## src/rtl/sha1_pkg.sv

```systemverilog
// Shared definitions for the SHA1 message front end: padder states and
// block-geometry constants.
package sha1_pkg;

  typedef enum logic [2:0] {
    ST_FILL,
    ST_PAD,
    ST_PAD2,
    ST_ISSUE,
    ST_WAIT
  } sha1_state_e;

  localparam int          SHA1_BLOCK_BYTES = 64;
  localparam int          SHA1_LEN_OFS     = 56;
  localparam logic [7:0]  SHA1_PAD_BYTE    = 8'h80;
  localparam int          SHA1_LEN_W       = 64;

endpackage

```

## src/rtl/sha1_padder.sv

```systemverilog
// Byte-stream to padded 512-bit block front end for the SHA1 core: fills a
// 64-byte buffer, appends 0x80/zeros/bit length, and hands blocks over by start/done.
module sha1_padder
  import sha1_pkg::*;
#(
  parameter int CNT_W = 32
) (
  input  logic         clk,
  input  logic         rst,
  input  logic [7:0]   in_data,
  input  logic         in_valid,
  input  logic         in_last,
  output logic         in_ready,
  output logic         start,
  output logic [0:511] block,
  output logic         first,
  output logic         final_blk,
  input  logic         done,
  output logic         msg_done
);

  localparam int IDX_W = 7;

  sha1_state_e     state_q;
  logic [7:0]      buf_q [SHA1_BLOCK_BYTES];
  logic [IDX_W-1:0] idx_q;
  logic [CNT_W-1:0] cnt_q;
  logic            pad_pending_q;
  logic            msg_end_q;
  logic            start_q;
  logic            first_q;
  logic            final_q;
  logic            msg_done_q;
  logic [SHA1_LEN_W-1:0] len_d;

  assign len_d = SHA1_LEN_W'(cnt_q) << 3;

  assign in_ready  = (state_q == ST_FILL) && !rst;
  assign start     = start_q;
  assign first     = first_q;
  assign final_blk = final_q;
  assign msg_done  = msg_done_q;

  for (genvar g = 0; g < SHA1_BLOCK_BYTES; g++) begin : g_block
    assign block[8*g +: 8] = buf_q[g];
  end

  always_ff @(posedge clk) begin
    if (rst) begin
      state_q       <= ST_FILL;
      // NOTE: the buffer is reset because an all-zero block is the required
      // post-reset output and the base every padded block is built on.
      for (int i = 0; i < SHA1_BLOCK_BYTES; i++) buf_q[i] <= '0;
      idx_q         <= '0;
      cnt_q         <= '0;
      pad_pending_q <= 1'b0;
      msg_end_q     <= 1'b0;
      start_q       <= 1'b0;
      first_q       <= 1'b1;
      final_q       <= 1'b0;
      msg_done_q    <= 1'b0;
    end else begin
      // NOTE: non-blocking throughout; the pulse defaults below are overridden
      // by later assignments in the same edge, last write wins.
      start_q    <= 1'b0;
      msg_done_q <= 1'b0;
      unique case (state_q)
        ST_FILL: begin
          if (in_valid) begin
            buf_q[idx_q[5:0]] <= in_data;
            idx_q <= idx_q + IDX_W'(1);
            cnt_q <= cnt_q + CNT_W'(1);
            if (in_last) begin
              state_q <= ST_PAD;
            end else if (idx_q == IDX_W'(SHA1_BLOCK_BYTES - 1)) begin
              final_q <= 1'b0;
              start_q <= 1'b1;
              state_q <= ST_ISSUE;
            end
          end
        end
        ST_PAD: begin
          if (idx_q < IDX_W'(SHA1_BLOCK_BYTES)) begin
            buf_q[idx_q[5:0]] <= SHA1_PAD_BYTE;
            pad_pending_q     <= 1'b0;
          end else begin
            pad_pending_q <= 1'b1;
          end
          // Length only fits when the message plus 0x80 leaves bytes 56..63 free.
          if (idx_q <= IDX_W'(SHA1_LEN_OFS - 1)) begin
            for (int k = 0; k < 8; k++) buf_q[SHA1_LEN_OFS + k] <= len_d[8*(7-k) +: 8];
            final_q <= 1'b1;
          end else begin
            msg_end_q <= 1'b1;
          end
          start_q <= 1'b1;
          state_q <= ST_ISSUE;
        end
        ST_PAD2: begin
          if (pad_pending_q) buf_q[0] <= SHA1_PAD_BYTE;
          for (int k = 0; k < 8; k++) buf_q[SHA1_LEN_OFS + k] <= len_d[8*(7-k) +: 8];
          pad_pending_q <= 1'b0;
          final_q       <= 1'b1;
          start_q       <= 1'b1;
          state_q       <= ST_ISSUE;
        end
        ST_ISSUE: begin
          state_q <= ST_WAIT;
        end
        ST_WAIT: begin
          if (done) begin
            for (int i = 0; i < SHA1_BLOCK_BYTES; i++) buf_q[i] <= '0;
            idx_q <= '0;
            if (final_q) begin
              msg_done_q <= 1'b1;
              cnt_q      <= '0;
              first_q    <= 1'b1;
              final_q    <= 1'b0;
              msg_end_q  <= 1'b0;
              state_q    <= ST_FILL;
            end else begin
              first_q <= 1'b0;
              state_q <= msg_end_q ? ST_PAD2 : ST_FILL;
            end
          end
        end
        default: state_q <= ST_FILL;
      endcase
    end
  end

endmodule

```

## config.mk

```make
export PLATFORM = sky130hd
export DESIGN_NAME = sha1_padder
export DESIGN_NICKNAME = d
export VERILOG_FILES = /design/src/rtl/sha1_pkg.sv /design/src/rtl/sha1_padder.sv
export SDC_FILE = /design/constraint.sdc
export NUM_CORES = 1
export LEC_CHECK = 0
export ABC_AREA = 1
export BUFFER_PORTS_ARGS = -buffer_cell sky130_fd_sc_hd__buf_4
export CAP_MARGIN = 20
export CORE_MARGIN = 5
export CORE_UTILIZATION = 48
export CTS_CLUSTER_DIAMETER = 50
export CTS_CLUSTER_SIZE = 12
export DETAILED_ROUTE_END_ITERATION = 16
export PLACE_DENSITY = 0.78
export SYNTH_ARGS = -nofsm -noshare
export SYNTH_HDL_FRONTEND = slang
export SYNTH_SLANG_ARGS = --single-unit
```

## constraint.sdc

```tcl
create_clock -name clk -period 1.9 [get_ports clk]
set_input_delay 0.19 -clock clk [delete_from_list [all_inputs] [get_ports clk]]
set_output_delay 0.19 -clock clk [all_outputs]
set_load 0.01 [all_outputs]
```

# After elaboration in Yosys (flattened, before gate mapping)

Memory sizes are Yosys's and may differ from the RTL's.
Index checks and enable logic that the tools add are counted.

Register bits: 48
Bits in writable memories: 512
Input port bits: 13
Logic and storage cells: 268
Memories: 1

$add $sub $neg: 2
Magnitude comparators: 2
Equality and inequality tests: 13
Multiplexer cells: 141
Bitwise logic cells: 84
Reduce and logical (&&, ||, !) cells: 16

Memory list:

| name  | words | width | read ports | clocked after Yosys merged registers in | wr ports | line              | text |
|---|---|---|---|---|---|---|---|
| buf_q | 64    | 8     | 64         | 0                                       | 64       | sha1_padder.sv:25 | `logic [7:0] buf_q [SHA1_BLOCK_BYTES];` |

Operator list:

| cell                  | count |
|---|---|
| $mux 8                | 83 |
| $mux 32               | 3 |
| $or 1x1->1            | 82 |
| $pmux 32 s2           | 1 |
| $mux 1                | 39 |
| $add 32x1->32 const B | 1 |
| $mux 7                | 2 |
| $pmux 7 s2            | 1 |
| $mux 3                | 4 |
| $ne 2x2->1 const B    | 6 |
| $pmux 3 s4            | 1 |
| $reduce_and 4->1      | 2 |
| $reduce_or 8->1       | 1 |
| $add 7x1->7 const B   | 1 |
| $eq 7x6->1 const B    | 1 |
| $le 7x6->1 const B    | 1 |
| $lt 7x7->1 const B    | 1 |
| $eq 3x2->1 const B    | 2 |
| $mux 6                | 1 |
| $pmux 1 s2            | 3 |
| $reduce_and 3->1      | 2 |
| $reduce_and 6->1      | 1 |
| $reduce_bool 2->1     | 3 |
| $mux 2                | 2 |
| other kinds (13)      | 14 |

# Depth between registers and ports, before layout

Gate-level depths: netlist (run 1).

Word-level depth: 8
Mapped depth: 11
Gate-level depth less buffers: 10

# Worst setup path before layout (run 1)

No wires, ideal clock.

Path type: reg2reg
From: register state_q[0]
To: memory buf_q[60][0] (enable)
Library setup time: 384 ps
Arrival: 1762 ps
Required time: 1516 ps
Setup slack: -246 ps
Cell stages (with the launch flop): 9
Buffers on the path: 1
Clock period less this slack: 2146 ps
Path through: dfxtp_1 inv_2 nand2_1 nor2_2 nand2_1 o21ai_2 buf_4 nand2_2 o21ai_0

RTL lines:

| what                   | line               | text |
|---|---|---|
| from (decl)            | sha1_padder.sv:24  | `sha1_state_e state_q;` |
| from (signal assigned) | sha1_padder.sv:123 | `state_q <= msg_end_q ? ST_PAD2 : ST_FILL;` |
| to (decl)              | sha1_padder.sv:25  |  |

==> flow_summary.rst, run 1 <==
.. list-table::
   :header-rows: 1

   * - Metric
     - Value
   * - Overall via count from detail_route
     - around 17,000
   * - Post-synthesis compound-gate area fraction
     - under 10%
   * - Endpoint kind of the worst setup timing path
     - flip-flop
   * - Number of DRC violations after detailed routing
     - 0
   * - R2r setup slk
     - -0.04 ns
   * - Number of cells on the worst reg-to-reg path
     - 11
   * - Pwr Density
     - between 800 and 900 nW/um^2
   * - Number of global-route vias before repair
     - ~16,000
   * - Maximum number of pins on one net before global-route repair
     - around 40
   * - Static Leak
     - around 13 nW
   * - Final Max Tran Viols
     - 0
   * - CP Data Required Time
     - ~2.2 ns
   * - Simple-gate area share of the yosys netlist
     - about a fifth
   * - Max stage delay on crit path
     - 0.34 ns
   * - CTS Sinks
     - 560
   * - Hold Crit Class
     - primary input to flip-flop
   * - Skew final
     - about 0.018 ns
   * - Hold Startpoint
     - in_valid
   * - Setup Crit Path Kind
     - flip-flop to flip-flop
   * - Global-route total usage across every layer
     - 28.5%
   * - Number of buffers and inverters on the critical path
     - 4
   * - Area of the mapped netlist
     - around 21,000 um^2
   * - Synthesized instance count
     - approximately 1,700
   * - Iter 0 DRT Violations
     - approximately 2,100
   * - Clock tree from TritonCTS
     - done
   * - Worst hold slack
     - roughly 0.054 ns
   * - Synth cell count leaders
     - nor2_1, edfxtp_1, nand2_1, inv_1, clkbuf_1
   * - Global-route congestion overflow total
     - 0
   * - CTS HTree Levels
     - 2
   * - Chip height
     - ~220 um
   * - GRT busiest layer
     - met2
   * - Area fraction of the dominant cell type after synthesis
     - between 70 and 80%
   * - Initial DRT Pass Iterations
     - 5
   * - Multiplexer fraction of the synthesized cell area
     - 0%
   * - Dominant combinational cell family by area after synthesis
     - simple AND/OR/NAND/NOR gates
   * - Cell taking the most area after synthesis
     - edfxtp_1
   * - Fin area
     - 30,600 um^2
   * - Leading register cell type out of synthesis
     - edfxtp_1
   * - Hpwl dp
     - between 50 and 60 mm
   * - Met1 Use GR
     - 35.5%
   * - Stages on worst setup path
     - 11
   * - Clock buffer count from CTS
     - between 50 and 60
   * - Count of inserted antenna diode cells
     - 0
   * - Category of the worst setup path launch point
     - flip-flop
   * - Number of nets in the synthesized netlist
     - around 1,700
   * - Met2 track utilization from global routing
     - about 47%
   * - Final worst path period need
     - about 1.9 ns
   * - Worst skew pair latency
     - around 0.6 ns
   * - Number of buffers on the longest clock path
     - 3
   * - Aggregate negative setup slack
     - -1.63 ns
   * - Arr. time, crit path
     - 2.26 ns
   * - Portion of the post-synthesis area used by sequential elements
     - 77.0%
   * - Fraction of final layout cells with drive strength greater than 1
     - 43.2%
   * - Final Routed Wirelength
     - around 74 mm
   * - Number of flops mapped to enable cells by yosys
     - just over 500
   * - Met3 global-route usage
     - 6.21%
   * - Core outline area
     - around 44,000 um^2
   * - Die W
     - roughly 220 um
   * - Post-synthesis adder-cell area fraction
     - 0.118%
   * - Measured slew at the worst slew-check pin
     - 0.400 ns
   * - Placed standard-cell area
     - between 20,000 and 30,000 um^2
   * - Family with the most delay on the worst path
     - simple AND/OR/NAND/NOR gates
   * - Standard-cell rows
     - 77
   * - DR WL/cell
     - 24.4 um
   * - Slew Limit Headroom
     - 73.3%
   * - Number of failing hold endpoints at the final stage
     - 0
   * - Area contributors post-synth
     - edfxtp_1, nor2_1, nand2_1
   * - Unrepaired setup endpoints after global routing
     - yes
   * - List of cells traversed by the critical path
     - inv_2 > nand2_2 > nor2_4 > nand2_2 > o21ai_4 > buf_6 > inv_8 > nor2_4 > buf_12 > nand2_8 > nand2_8
   * - Max Freq
     - 0.514 GHz
   * - Library cell with the highest instance count after synthesis
     - nor2_1
   * - Input/output buffers
     - roughly 530
   * - First-pass GRT wire length
     - between 100 and 150 mm
   * - Clock root buffer
     - clkbuf_16
   * - Mean cell area of the mapped netlist
     - 12.2 um^2
   * - Worst path setup slack after routing
     - -0.0438 ns
   * - Setup crit start
     - state_q[0]
   * - Number of primary I/O pins
     - 530
   * - Crit path to
     - buf_q[38][4]
   * - Cell with the largest stage delay on the worst path
     - dfxtp_2
   * - Synthesis warning total
     - 0
   * - Result of the run
     - finished with violations
   * - Initial antenna violation count
     - 0
   * - Setup-violating endpoint count in the final report
     - 96
   * - Violations in the final reports
     - setup timing
   * - Area Growth Syn to Fin
     - 44.3%
   * - Origin of the critical flop-to-flop path
     - state_q[0]
   * - Post-Synth XOR/XNOR Area
     - less than 1%
   * - Clock-pin transition on the worst setup and hold timing paths
     - around 0.060 ns
   * - Post-layout nets
     - 2,445
   * - Max VDD drop
     - 0.000781 V
   * - Max Cap Violations
     - 0
   * - Netlist cell types
     - 34
   * - Remaining antenna violation count
     - 0
   * - DP Worst Slack
     - -0.141 ns
   * - FFs w/ async S/R, synth
     - 0%
   * - Critical-path maximum fanout
     - 8
   * - Area of the die
     - roughly 48,000 um^2
   * - Initial core utilization
     - 48.3%
   * - Number of synthesized register bits
     - 560
   * - Post-route clock period utilization
     - 102%
   * - Via/cell ratio
     - about 5.5
   * - Reg2Reg Capture Point
     - buf_q[38][4]
   * - Final Wtd Congestion
     - 0.880
==> where the power goes <==
| part | switching [W] | internal, W | total [W] | leakage [nW] |
|---|---|---|---|---|
| Combinational | 0.00203 | 0.00124 | 0.00327 | 6.46 |
| Clock | 0.00445 | 0.00520 | 0.00965 | 0.732 |
| Sequential | 0.000273 | 0.0140 | 0.0143 | 5.70 |
==> worst min-delay path by stage <==
stage	end	slack, ns	cells after the start
floorplan	pad_pending_q	0.29	1
global placement	idx_q[1]	0.43	2
detailed placement	idx_q[1]	0.44	2
CTS	cnt_q[0]	0.04	4
global route	buf_q[63][0]	0.05	3
finish	cnt_q[0]	0.05	4
==> cell type report <==
type / instances / area (um^2)
Tap cell: 592 / 741
Timing Repair Buffer: 707 / 6010
Clock buffer: 62 / 1400
Sequential cell: 560 / 16300
Inverter: 74 / 288
Fill cell: 2870 / 13300
Clock inverter: 12 / 91.3
Multi-Input combinational cell: 1032 / 5740
==> what timing repair did <==
action                                  CTS  global route
hold buffers                              4             0
gates resized for setup                  53           309
pin swaps                                 8            27
endpoints found under the setup margin  485           904
endpoints found under the hold margin     5             0
buffers inserted                          1             5
==> worst register-to-register path, delay by kind of cell (launching register included) <==
kind | cells | cell delay, ns
AND/OR/NAND/NOR | 6 | 0.69
buffers and inverters | 4 | 0.46
AO/OA/AOI/OAI | 1 | 0.18
flip-flops | 1 | 0.34
==> per-layer routing <==
metal	up-vias	part of all wire, %	wire (um)
li1	7234	-	-
met1	8006	35	25800
met2	1180	49	36700
met3	243	9.3	6940
met4	0	6.5	4810
met5	-	0	0
==> registers in the layout, summed over array words and instances, names as in the netlist <==
signal / cells
buf_q: 512
cnt_q: 32
final_blk: 1
first: 1
idx_q: 7
msg_done: 1
msg_end_q: 1
pad_pending_q: 1
start: 1
state_q: 3
==> per-stage QoR <==
step | total power (W) | cells | util [%]
2_1_floorplan | 0.0156 | 1734 | -
3_5_place_dp | 0.0176 | 2957 | 62.9
6_report | 0.0272 | 3039 | 69.7
3_3_place_gp | 0.0175 | 2957 | 62.9
5_1_grt | 0.0279 | 3039 | 69.7
4_1_cts | 0.0270 | 3036 | 66.8
==> logic make-up after synthesis <==
| family | Yosys count |
|---|---|
| buffers and inverters | 142 |
| DFF | 560 |
| xor gates and xnor gates | 1 |
| adders and majority gates | 2 |
| and+or+nand+nor | 976 |
| AOI/OAI and AO/OA | 53 |
==> placed cells by master, fill, tap and decap left out, types with 20 or more instances in the layout <==
cell	instances
a21oi_1	23
buf_12	40
buf_4	627
buf_6	22
clkbuf_16	55
dfxtp_1	43
edfxtp_1	512
inv_1	63
nand2_1	173
nand2_2	40
nand2_4	52
nand2_8	35
nand3_1	57
nor2_1	448
nor2_2	107
nor2_4	21
o21ai_0	20
No activity file was read; power rests on OpenSTA's default activity.
==> inputs of run 2 (changes only) <==
Settings changed: SKIP_LAST_GASP from default to 1.
==> run 2 against run 1 <==
Effect of this change:
- the flow still finishes with violations (setup timing)
- global-route usage about the same
- cell count about the same
- register-to-register slack about the same
==> flow_summary.rst, run 2 (same netlist as run 1, synthesis figures left out) <==
.. list-table::
   :header-rows: 1

   * - Metric
     - Value
   * - Number of buffers on the longest clock path
     - 3 (unchanged)
   * - Global-route total usage across every layer
     - 28.5% (about the same)
   * - Post-layout nets
     - 2,446 (+0.041%)
   * - Reg2Reg Capture Point
     - buf_q[46][5]
   * - Initial DRT Pass Iterations
     - 6 (+1)
   * - Final worst path period need
     - 1.94 ns (-0.00520 ns)
   * - Final Routed Wirelength
     - 76.6 mm (+3.1%)
   * - Area of the die
     - 48,500 um^2 (unchanged)
   * - Measured slew at the worst slew-check pin
     - 0.401 ns (+0.000935 ns)
   * - Max Freq
     - 0.516 GHz (+0.27%)
   * - Setup crit start
     - state_q[0]
   * - Seq pwr share
     - 52.3% (-0.2 points)
   * - R2r setup slk
     - -0.04 ns (about the same)
   * - Clock buffer count from CTS
     - 55 (unchanged)
   * - Via/cell ratio
     - 5.51 (+0.57%)
   * - DR WL/cell
     - 25.2 um (+3.1%)
   * - Origin of the critical flop-to-flop path
     - state_q[0]
   * - CTS Sinks
     - 560 (unchanged)
   * - DP Worst Slack
     - -0.141 ns (unchanged)
   * - Hold Crit Class
     - primary input to flip-flop
   * - Standard-cell rows
     - 77 (unchanged)
   * - Power Internal
     - 0.0205 W (about the same)
   * - Clock tree from TritonCTS
     - done
   * - Iter 0 DRT Violations
     - 2,058 (+0.39%)
   * - Leading cell type in the layout, fill and taps excluded
     - buf_4
   * - Hpwl dp
     - 51.1 mm (unchanged)
   * - Final Wtd Congestion
     - 0.880 (unchanged)
   * - Arr. time, crit path
     - 2.38 ns (+0.12 ns)
   * - Maximum number of pins on one net before global-route repair
     - 41 (unchanged)
   * - Gate power share
     - 12.1% (about the same)
   * - Clock-pin transition on the worst setup and hold timing paths
     - 0.06 ns (about the same)
   * - Post-route clock period utilization
     - 102% (-0.27 points)
   * - Number of global-route vias before repair
     - 15,900 (-0.013%)
   * - Register area
     - 16,300 um^2 (about the same)
   * - Skew final
     - 0.0351 ns (+0.0176 ns)
   * - Number of flip-flops under the largest register name
     - 512 (unchanged)
   * - Sink of the worst hold path
     - cnt_q[0]
   * - Violations in the final reports
     - setup timing
   * - Max Cap Violations
     - 0 (unchanged)
   * - Reg with most FFs
     - buf_q
   * - Unrepaired setup endpoints after global routing
     - yes
   * - Remaining antenna violation count
     - 0 (unchanged)
   * - Number of primary I/O pins
     - 530 (unchanged)
   * - Largest registers
     - buf_q x512, cnt_q x32, idx_q x7
   * - Multi-input logic area
     - 5920 um^2 (+3.2%)
   * - Switching pwr
     - 0.00688 W (+1.9%)
   * - Fraction of final layout cells with drive strength greater than 1
     - 44.1% (+0.92 points)
   * - Max VDD drop
     - 0.000770 V (-1.4%)
   * - Max stage delay on crit path
     - 0.33 ns (about the same)
   * - Pwr Density
     - 887 nW/um^2 (-0.30%)
   * - Initial core utilization
     - 48.3% (unchanged)
   * - Area Growth Syn to Fin
     - 45.5%
   * - Core outline area
     - 43,900 um^2 (unchanged)
   * - CP Data Required Time
     - 2.34 ns (+0.13 ns)
   * - Input/output buffers
     - 529 (unchanged)
   * - Final Max Tran Viols
     - 0 (unchanged)
   * - Final core utilization
     - 70.2% (+0.56 points)
   * - Worst hold slack
     - 0.0503 ns (-0.00350 ns)
   * - Setup-violating endpoint count in the final report
     - 95 (-1.0%)
   * - Setup Crit Path Kind
     - flip-flop to flip-flop
   * - Critical-path maximum fanout
     - 8 (unchanged)
   * - Slew Limit Headroom
     - 73.3% (about the same)
   * - Global-route congestion overflow total
     - 0 (unchanged)
   * - First-pass GRT wire length
     - 102 mm (about the same)
   * - Filler cells
     - 2,791 (-2.8%)
   * - Portion of total power attributed to the clock network
     - 35.6% (about the same)
   * - Endpoint kind of the worst setup timing path
     - flip-flop
   * - Worst skew pair latency
     - 0.62 ns (+0.02 ns)
   * - Number of DRC violations after detailed routing
     - 0 (unchanged)
   * - Result of the run
     - finished with violations
   * - Hold Startpoint
     - in_valid
   * - Category of the worst setup path launch point
     - flip-flop
   * - CTS HTree Levels
     - 2 (unchanged)
   * - Cell with the largest stage delay on the worst path
     - dfxtp_2
   * - Worst hold path stage count
     - 4 (unchanged)
   * - List of cells traversed by the critical path
     - inv_2 > nand2_2 > nor2_4 > nand2_2 > o21ai_4 > buf_6 > clkinv_8 > nor2_4 > buf_12 > nand2_8 > buf_12 > nor2_2
   * - Overall via count from detail_route
     - 16,800 (+0.60%)
   * - Commonest cells after routing, fill and taps aside
     - buf_4, edfxtp_1, nor2_1
   * - Proportion of total power due to net switching
     - 25.2% (+0.34 points)
   * - Count of inserted antenna diode cells
     - 0 (unchanged)
   * - Chip height
     - 220 um (unchanged)
   * - Worst path setup slack after routing
     - -0.0386 ns (+0.00520 ns)
   * - Initial antenna violation count
     - 0 (unchanged)
   * - Number of failing hold endpoints at the final stage
     - 0 (unchanged)
   * - Static Leak
     - 12.9 nW (about the same)
   * - Clock root buffer
     - clkbuf_16
   * - Power Total
     - 0.0274 W (+0.50%)
   * - Die W
     - 220 um (unchanged)
   * - Aggregate negative setup slack
     - -1.47 ns (+0.152 ns)
   * - Number of cells on the worst reg-to-reg path
     - 12 (+1)
## run 2: layout make-up
class                   instances  share of cell area, %
clock buffers                  62                   4.55
flip-flops and latches        560                   53.0
well taps                     592                   2.40
repair buffers                708                   19.7
clock inverters                12                  0.296
inverters                      74                  0.957
multi-input cells            1032                   19.2
## run 2: per-stage QoR
stage	std cells	instance area, um^2
after floorplan	1734	21400
after global placement	2957	27600
after detailed placement	2957	27600
after CTS	3036	29300
after global routing	3040	30900
final	3040	30900
## run 2: worst max-delay path by stage
stage,endpoint,slack (ns),depth (start not counted)
2_1_floorplan,buf_q[47][0],-0.08,10
3_3_place_gp,buf_q[28][0],-0.06,11
3_5_place_dp,buf_q[34][2],-0.14,10
4_1_cts,buf_q[5][5],-0.03,10
5_1_grt,buf_q[22][2],-0.15,12
6_report,buf_q[46][5],-0.04,12
## run 2: per-layer routing
| layer | routed length [um] | GRT usage (%) | share of wire, % | vias up |
|---|---|---|---|---|
| met2 | 38100 | 46.9 | 50 | 1220 |
| met1 | 25800 | 35.5 | 34 | 8040 |
| met4 | 5100 | 15.3 | 6.7 | 0 |
| li1 | - | - | - | 7233 |
| met3 | 7570 | 6.21 | 9.9 | 270 |
| met5 | 0 | 0 | 0 | - |
## run 2: power groups by stage
stage | combinational (W) | sequential, W | clock, W
finish | 0.00331 | 0.0143 | 0.00974
global route | 0.00344 | 0.0143 | 0.0103
CTS | 0.00310 | 0.0143 | 0.00964
detailed placement | 0.00304 | 0.0145 | 0
global placement | 0.00299 | 0.0145 | 0
floorplan | 0.000859 | 0.0148 | 0
## run 2: worst max-delay path: cells and delay by family (launching register included)
family | cells | cell delay (ns)
AOI/OAI and AO/OA | 1 | 0.17
buffers and inverters | 5 | 0.65
DFF | 1 | 0.33
and+or+nand+nor | 6 | 0.62
## run 2: timing repair
| item | 4_1_cts | 5_1_grt |
|---|---|---|
| setup buffers | 1 | 5 |
| pin swaps | 8 | 24 |
| gates resized for setup | 47 | 373 |
| hold buffers | 4 | 0 |
| cloned | 0 | 0 |
| setup endpoints to repair | 485 | 908 |
| endpoints found under the hold margin | 5 | 0 |
